**src/rtl/fetch_pkg.sv**
```systemverilog
// Shared definitions for the fetch stage and its decode-side consumers:
// redirect codes, the NOP encoding and the fetch FSM state type.
package fetch_pkg;

  // Redirect codes driven by decode on PCSrcD
  localparam logic [2:0] PCSRC_SEQ = 3'b000;
  localparam logic [2:0] PCSRC_BR  = 3'b001;
  localparam logic [2:0] PCSRC_J   = 3'b010;
  localparam logic [2:0] PCSRC_JR  = 3'b011;
  localparam logic [2:0] PCSRC_JAL = 3'b100;

  // Encoding presented to decode when IF/ID is empty
  localparam logic [31:0] NOP_INSTR = 32'h0000_0000;

  typedef enum logic [1:0] {
    BOOT  = 2'd0,
    ISSUE = 2'd1,
    WAIT  = 2'd2,
    HOLD  = 2'd3
  } fetch_state_e;

  // True for the codes that change control flow; 101..111 behave as sequential
  function automatic logic is_redirect(input logic [2:0] pcsrc);
    return (pcsrc != PCSRC_SEQ) && (pcsrc <= PCSRC_JAL);
  endfunction

endpackage

```
**src/rtl/fetch_unit_ifid.sv**
```systemverilog
// IF/ID pipeline register. Load captures a new instruction, bubble empties
// the stage (NOP, valid low, PC kept for trace), otherwise the contents hold.
module ifid_register
  import fetch_pkg::*;
#(
  parameter int DATA_W = 32
) (
  input  logic              clk,
  input  logic              rst_n,
  input  logic              load,
  input  logic              bubble,
  input  logic [DATA_W-1:0] instr_in,
  input  logic [DATA_W-1:0] pc_in,
  output logic [DATA_W-1:0] instr,
  output logic [DATA_W-1:0] pc_normal,
  output logic              valid
);

  // IF/ID contents: load wins over bubble, anything else holds
  always_ff @(posedge clk or negedge rst_n) begin
    if (!rst_n) begin
      instr     <= DATA_W'(NOP_INSTR);
      pc_normal <= '0;
      valid     <= 1'b0;
    end else if (load) begin
      instr     <= instr_in;
      pc_normal <= pc_in;
      valid     <= 1'b1;
    end else if (bubble) begin
      instr     <= DATA_W'(NOP_INSTR);
      valid     <= 1'b0;
    end
  end

endmodule

```
**src/rtl/fetch_unit.sv**
```systemverilog
// Instruction-fetch stage: fetch PC, next-PC selection from decode redirects,
// single-outstanding instruction-memory port with a one-word skid buffer, and
// the IF/ID register feeding decode. Wrong-path words are squashed via drop.
module fetch_unit
  import fetch_pkg::*;
#(
  parameter logic [31:0] RESET_PC = 32'h0000_0000
) (
  input  logic        Clock,
  input  logic        Resetn,
  input  logic [2:0]  PCSrcD,
  input  logic [31:0] PCBranchD,
  input  logic [31:0] PCJumpD,
  input  logic [31:0] PCJrD,
  input  logic        StallD,
  output logic        imem_req,
  output logic [31:0] imem_addr,
  input  logic        imem_valid,
  input  logic [31:0] imem_rdata,
  output logic [31:0] InstructionD,
  output logic [31:0] PCnormalD,
  output logic        ValidD,
  output logic [31:0] PCF
);

  fetch_state_e state, state_next;

  logic [31:0] pc_next;
  logic [31:0] pc_seq;
  logic [31:0] redirect_target;
  logic        drop, drop_next;
  logic        accept;
  logic        redirect;
  logic        skid_load;
  logic [31:0] skid_instr;
  logic        ifid_load;
  logic        ifid_bubble;
  logic [31:0] ifid_instr;

  // Decode can take a word when it is empty or not stalled; a control
  // instruction only acts once it actually leaves decode.
  assign accept    = !ValidD || !StallD;
  assign redirect  = ValidD && !StallD && is_redirect(PCSrcD);
  assign pc_seq    = PCF + 32'd4;
  assign imem_addr = PCF;

  // Redirect target selection; non-redirect codes never use the result
  always_comb begin
    redirect_target = PCF;
    case (PCSrcD)
      PCSRC_BR:            redirect_target = PCBranchD;
      PCSRC_J, PCSRC_JAL:  redirect_target = PCJumpD;
      PCSRC_JR:            redirect_target = PCJrD;
      default:             redirect_target = PCF;
    endcase
  end

  // State, fetch PC and wrong-path drop flag
  always_ff @(posedge Clock or negedge Resetn) begin
    if (!Resetn) begin
      state <= BOOT;
      PCF   <= RESET_PC;
      drop  <= 1'b0;
    end else begin
      state <= state_next;
      PCF   <= pc_next;
      drop  <= drop_next;
    end
  end

  // Skid buffer: holds a response that decode could not take yet
  always_ff @(posedge Clock) begin
    if (skid_load) begin
      skid_instr <= imem_rdata;
    end
  end

  // Next state, next PC, memory request and IF/ID controls
  always_comb begin
    state_next = state;
    pc_next    = PCF;
    drop_next  = drop;
    imem_req   = 1'b0;
    skid_load  = 1'b0;
    ifid_load  = 1'b0;
    ifid_instr = imem_rdata;

    case (state)
      BOOT: begin
        state_next = ISSUE;
      end

      ISSUE: begin
        imem_req = !redirect;
        if (redirect) begin
          pc_next = redirect_target;
        end else begin
          state_next = WAIT;
        end
      end

      WAIT: begin
        if (redirect) begin
          pc_next   = redirect_target;
          drop_next = 1'b1;
        end
        if (imem_valid) begin
          if (drop || redirect) begin
            // Wrong-path word: throw it away and restart at the current PC
            drop_next  = 1'b0;
            state_next = ISSUE;
          end else if (accept) begin
            ifid_load  = 1'b1;
            pc_next    = pc_seq;
            state_next = ISSUE;
          end else begin
            skid_load  = 1'b1;
            state_next = HOLD;
          end
        end
      end

      HOLD: begin
        if (redirect) begin
          pc_next    = redirect_target;
          state_next = ISSUE;
        end else if (accept) begin
          ifid_load  = 1'b1;
          ifid_instr = skid_instr;
          pc_next    = pc_seq;
          state_next = ISSUE;
        end
      end

      default: begin
        state_next = BOOT;
      end
    endcase

    ifid_bubble = accept && !ifid_load;
  end

  // PCF still names the word being delivered, so its successor is PCF+4
  ifid_register #(
    .DATA_W (32)
  ) u_ifid (
    .clk       (Clock),
    .rst_n     (Resetn),
    .load      (ifid_load),
    .bubble    (ifid_bubble),
    .instr_in  (ifid_instr),
    .pc_in     (pc_seq),
    .instr     (InstructionD),
    .pc_normal (PCnormalD),
    .valid     (ValidD)
  );

endmodule

```
**config.mk**
```make
export PLATFORM = sky130hd
export DESIGN_NAME = fetch_unit
export DESIGN_NICKNAME = d
export VERILOG_FILES = /design/src/rtl/fetch_pkg.sv /design/src/rtl/fetch_unit_ifid.sv /design/src/rtl/fetch_unit.sv
export SDC_FILE = /design/constraint.sdc
export NUM_CORES = 1
export LEC_CHECK = 0
export BUFFER_PORTS_ARGS = -buffer_cell sky130_fd_sc_hd__buf_2
export CAP_MARGIN = 20
export CORE_ASPECT_RATIO = 1.25
export CORE_UTILIZATION = 55
export DETAILED_ROUTE_END_ITERATION = 8
export PLACE_DENSITY = 0.95
export SYNTH_ARGS = -nofsm -noshare
export SYNTH_HDL_FRONTEND = slang
export SYNTH_HIERARCHICAL = 1
export SYNTH_SLANG_ARGS = --single-unit
```
**constraint.sdc**
```tcl
create_clock -name Clock -period 5.8 [get_ports Clock]
set_input_delay 0.87 -clock Clock [delete_from_list [all_inputs] [get_ports Clock]]
set_output_delay 0.87 -clock Clock [all_outputs]
set_load 0.01 [all_outputs]
```
==> key figures <==
Status
  – Result of the run: finished, final reports clean

Floorplanning
  – Horizontal die dimension: ~110 um
  – Std cell rows: between 40 and 50
  – Initial standard-cell utilization of the core: 0.5610
  – Io pins: about 270
  – Core footprint: roughly 14000 um2
  – Die Outline Area: 14510 um2
  – Die Y-Extent: between 100 and 150 um

Logic synthesis
  – EDFF count, synth: 32
  – Fraction of synthesized area in multiplexers: 0.1512
  – Mapped Cells: around 700
  – Post-Synth Adder-Cell Area: 0.009406
  – Synth Area in XOR/XNOR: 0.03179
  – Prevailing post-synth register cell: dfrtp_1
  – Warnings, synthesis: 6
  – Synthesized flop and latch total: between 100 and 150
  – Simple-gate share of the synthesized area: 0.1153
  – Share of synthesized area occupied by flip-flops and latches: 0.4489
  – Synthesized-area fraction occupied by ao, oa, aoi and oai cells: 0.1672
  – Proportion of synthesized flip-flops having asynchronous set or reset: 0.7576
  – Post-synthesis net count: between 800 and 900
  – Number of unique standard cell types used by synthesis: between 60 and 70
  – Post-synthesis cell area: just under 8000 um2
  – Largest family of logic cells by synthesized area: compound AO/OA/AOI/OAI gates
  – Mean instance size in the synthesized netlist: between 10 and 15 um2

Power
  – Proportion of total power due to net switching: 0.3983
  – Worst ir drop on vdd: roughly 0.38 mV
  – Power share of the sequential group: 0.356
  – Internal Power: ~2.6 mW
  – Ratio of total power to cell area: about 470 nW/um2
  – Leakage power summed over all cells: 4.395 nW
  – Power share of the combinational group: 0.395
  – Clk network pwr share: 0.249
  – Power spent charging and discharging nets: between 1.5 and 2 mW

CTS
  – CTS resizes: 0
  – # Post-CTS Setup Buffers: 0
  – Buffers from clock root to sink, at most: 2
  – Clock transition at path regs: 0.06 ns
  – Number of CTS-inserted buffers: 17
  – Clock tree from TritonCTS: yes
  – Clock root buffer: clkbuf_16
  – Clock latency reported for the late side of the worst-skew pair: 0.42 ns
  – Clock H-tree levels: 4
  – Hold_buf cts: 0
  – Sink count of the clock tree: about 130

STA
  – RSZ-0062 raised after global routing: false
  – Worst-case headroom to the max-slew limit: 0.2973
  – Count of final setup violators: 0
  – Slew at the pin closest to its max-slew limit: between 1 and 1.5 ns
  – Highest clock rate: roughly 280 MHz
  – Fin crit share: 0.6086
  – Setup clock skew after layout: just under 0.008 ns
  – Worst Slack Setup Final: approximately 2.3 ns
  – Final hold violation count: 0
  – Pins Over Slew Limit: 0
  – Setup TNS Final: 0 ns
  – Minimum period implied by the final worst setup slack: 3.530 ns

Global routing
  – Aggregate global routing overflow: 0
  – Overall routing resource usage: 0.3093
  – Global-route wire length before repair: between 30000 and 40000 um
  – Pin count of the biggest net entering global routing: 66
  – Number of global-route vias before repair: 6432
  – Antenna violations before repair: 1

Worst setup path
  – CP peak stage delay: approximately 0.7 ns
  – Most repeated library cell on the critical path: buf_4
  – Required time at the endpoint of the critical path: 6.09 ns
  – Critical Path Sink Type: flop
  – Number of cells on the worst reg-to-reg path: 7
  – Kind of critical path: primary input to flop
  – Cell chain of the critical path: buf_2, or3b_1, a21o_1, nand3_1, buf_4, nand2_2, buf_4, mux2_2
  – Arrival time of data at the critical path endpoint: 3.82 ns
  – Max FO, Critical Path: 65
  – Slowest cell on crit path: buf_4
  – Sort of element at the start of the critical path: primary input

Drt
  – Routed wirelength normalized by instance count: a little over 20 um
  – Routed length on met2: around 11000 um
  – Remaining antenna violation count after routing: 0
  – Drt via density: 6.201
  – Residual DRC count: 0
  – Routed vias: between 6000 and 7000
  – Total length of routed met3 wires: just under 2000 um
  – Initial DRT Pass Iterations: 6
  – Highest routed layer: met4
  – Routed metal-1 wire length: approximately 8600 um
  – Total detailed-routing wirelength: 22350 um
  – Initial DRC Count: ~870

Finish
  – Finished Layout Cells: around 1100
  – Leading cell types in the layout, fill and taps excluded: buf_2, dfrtp_1, mux2_2
  – Layout cell share with drive strength beyond 1: 0.4262
  – Fillcell total: around 1000
  – Layout Area Growth over Synthesis: 21.81%
  – NumNets Final: 1042
  – Most common cell after layout, fill and taps aside: buf_2

Flow run
  – Number of max-capacitance violations reported: 0

Placed design
  – DPL Wire Length: 15740 um
  – Buffers on Ports: around 260
  – Count of placed standard cells including taps: about 1100
  – Worst setup slack after placement: roughly 1.9 ns
  – RD Place Congestion: between 0.9 and 1

Hold path
  – Kind of path behind the tightest hold check: primary input to async pin
-- cells by family after synthesis --
group	after synthesis
buffers and inverters	101
multiplexers	98
AO/OA/AOI/OAI	167
flip-flops	132
XOR/XNOR	28
AND/OR/NAND/NOR	166
adder cells (fa/ha/maj)	6
-- path summary, 6_finish.rpt --
check	start	endpoint	slack, ns
worst max-delay path	PCSrcD[1]	u_ifid/pc_normal[0]	2.27
worst min-delay path	Resetn	u_ifid/pc_normal[28]	0.41
worst max register to register	u_ifid/valid	u_ifid/pc_normal[0]	2.92
worst min register to register	u_ifid/instr[8]	u_ifid/instr[8]	0.49
max in group asynchronous	Resetn	state[0]	4.21
min in group Clock	u_ifid/instr[8]	u_ifid/instr[8]	0.49
-- routing by layer --
| layer | track usage | vias to the layer above |
|---|---|---|
| met5 | 0 | - |
| met4 | 0.1423 | 0 |
| met3 | 0.06511 | 69 |
| met2 | 0.5018 | 424 |
| met1 | 0.3945 | 3258 |
| li1 | - | 3014 |
-- synthesized netlist by cell type (all sizes together), types with 9 or more instances --
master	count	area [um2]
dfrtp	100	2502
mux2	67	818.3
buf	64	432.9
nor3	33	170.2
a22o	32	280.3
edfxtp	32	960.9
nand2	32	120.1
nor2	31	118.9
mux2i	28	280.3
o21ai	22	110.1
a21oi	21	112.6
clkbuf	21	90.08
nand3	18	107.6
o32ai	17	148.9
xnor2	17	148.9
inv	15	56.30
nand2b	14	87.58
a22oi	12	90.09
a221o	11	111.4
a2bb2oi	11	96.34
xor2	11	96.34
nand4	9	71.32
-- power by group through the flow --
| stage | logic (mW) | clock network (mW) | registers, mW |
|---|---|---|---|
| after detailed placement | 1.70 | 0 | 1.56 |
| after CTS | 1.72 | 1.10 | 1.55 |
| after global placement | 1.65 | 0 | 1.55 |
| after global routing | 1.86 | 1.14 | 1.60 |
| after floorplan | 1.16 | 0 | 1.57 |
| final | 1.73 | 1.09 | 1.56 |
-- layout make-up --
class                      instances  area, um2  share of cell area
clock buffer                      17      425.4             0.04527
multi-input combinational        465       3674              0.3909
antenna                            1      2.502           0.0002663
clock inverter                    15      181.4             0.01931
sequential                       132       3463              0.3685
inverter                          15      56.30            0.005991
timing repair buffer             271       1376              0.1465
tap                              175      219.0             0.02330
-- per-stage QoR --
step	power (mW)	cell area, um2	hold slack, ns	util
finish	4.386	9398	0.4139	0.6833
detailed placement	3.260	8788	0.4748	0.6390
global route	4.595	9398	0.4369	0.6833
global placement	3.194	8788	0.4752	0.6390
CTS	4.370	9395	0.4137	0.6831
floorplan	2.732	7715	0.4898	-
-- sequential cells by signal (all words and copies together) (netlist names) --
signal	count
PCF	32
drop	1
skid_instr	32
state	2
u_ifid/instr	32
u_ifid/pc_normal	32
u_ifid/valid	1
-- critical path: cells and delay by family --
| family | cells | cell delay (ns) |
|---|---|---|
| buf+inv | 3 | 1.57 |
| simple gates | 3 | 0.55 |
| mux | 1 | 0.42 |
| compound gates | 1 | 0.37 |
Note: power is estimated with default switching activity, not from simulation.
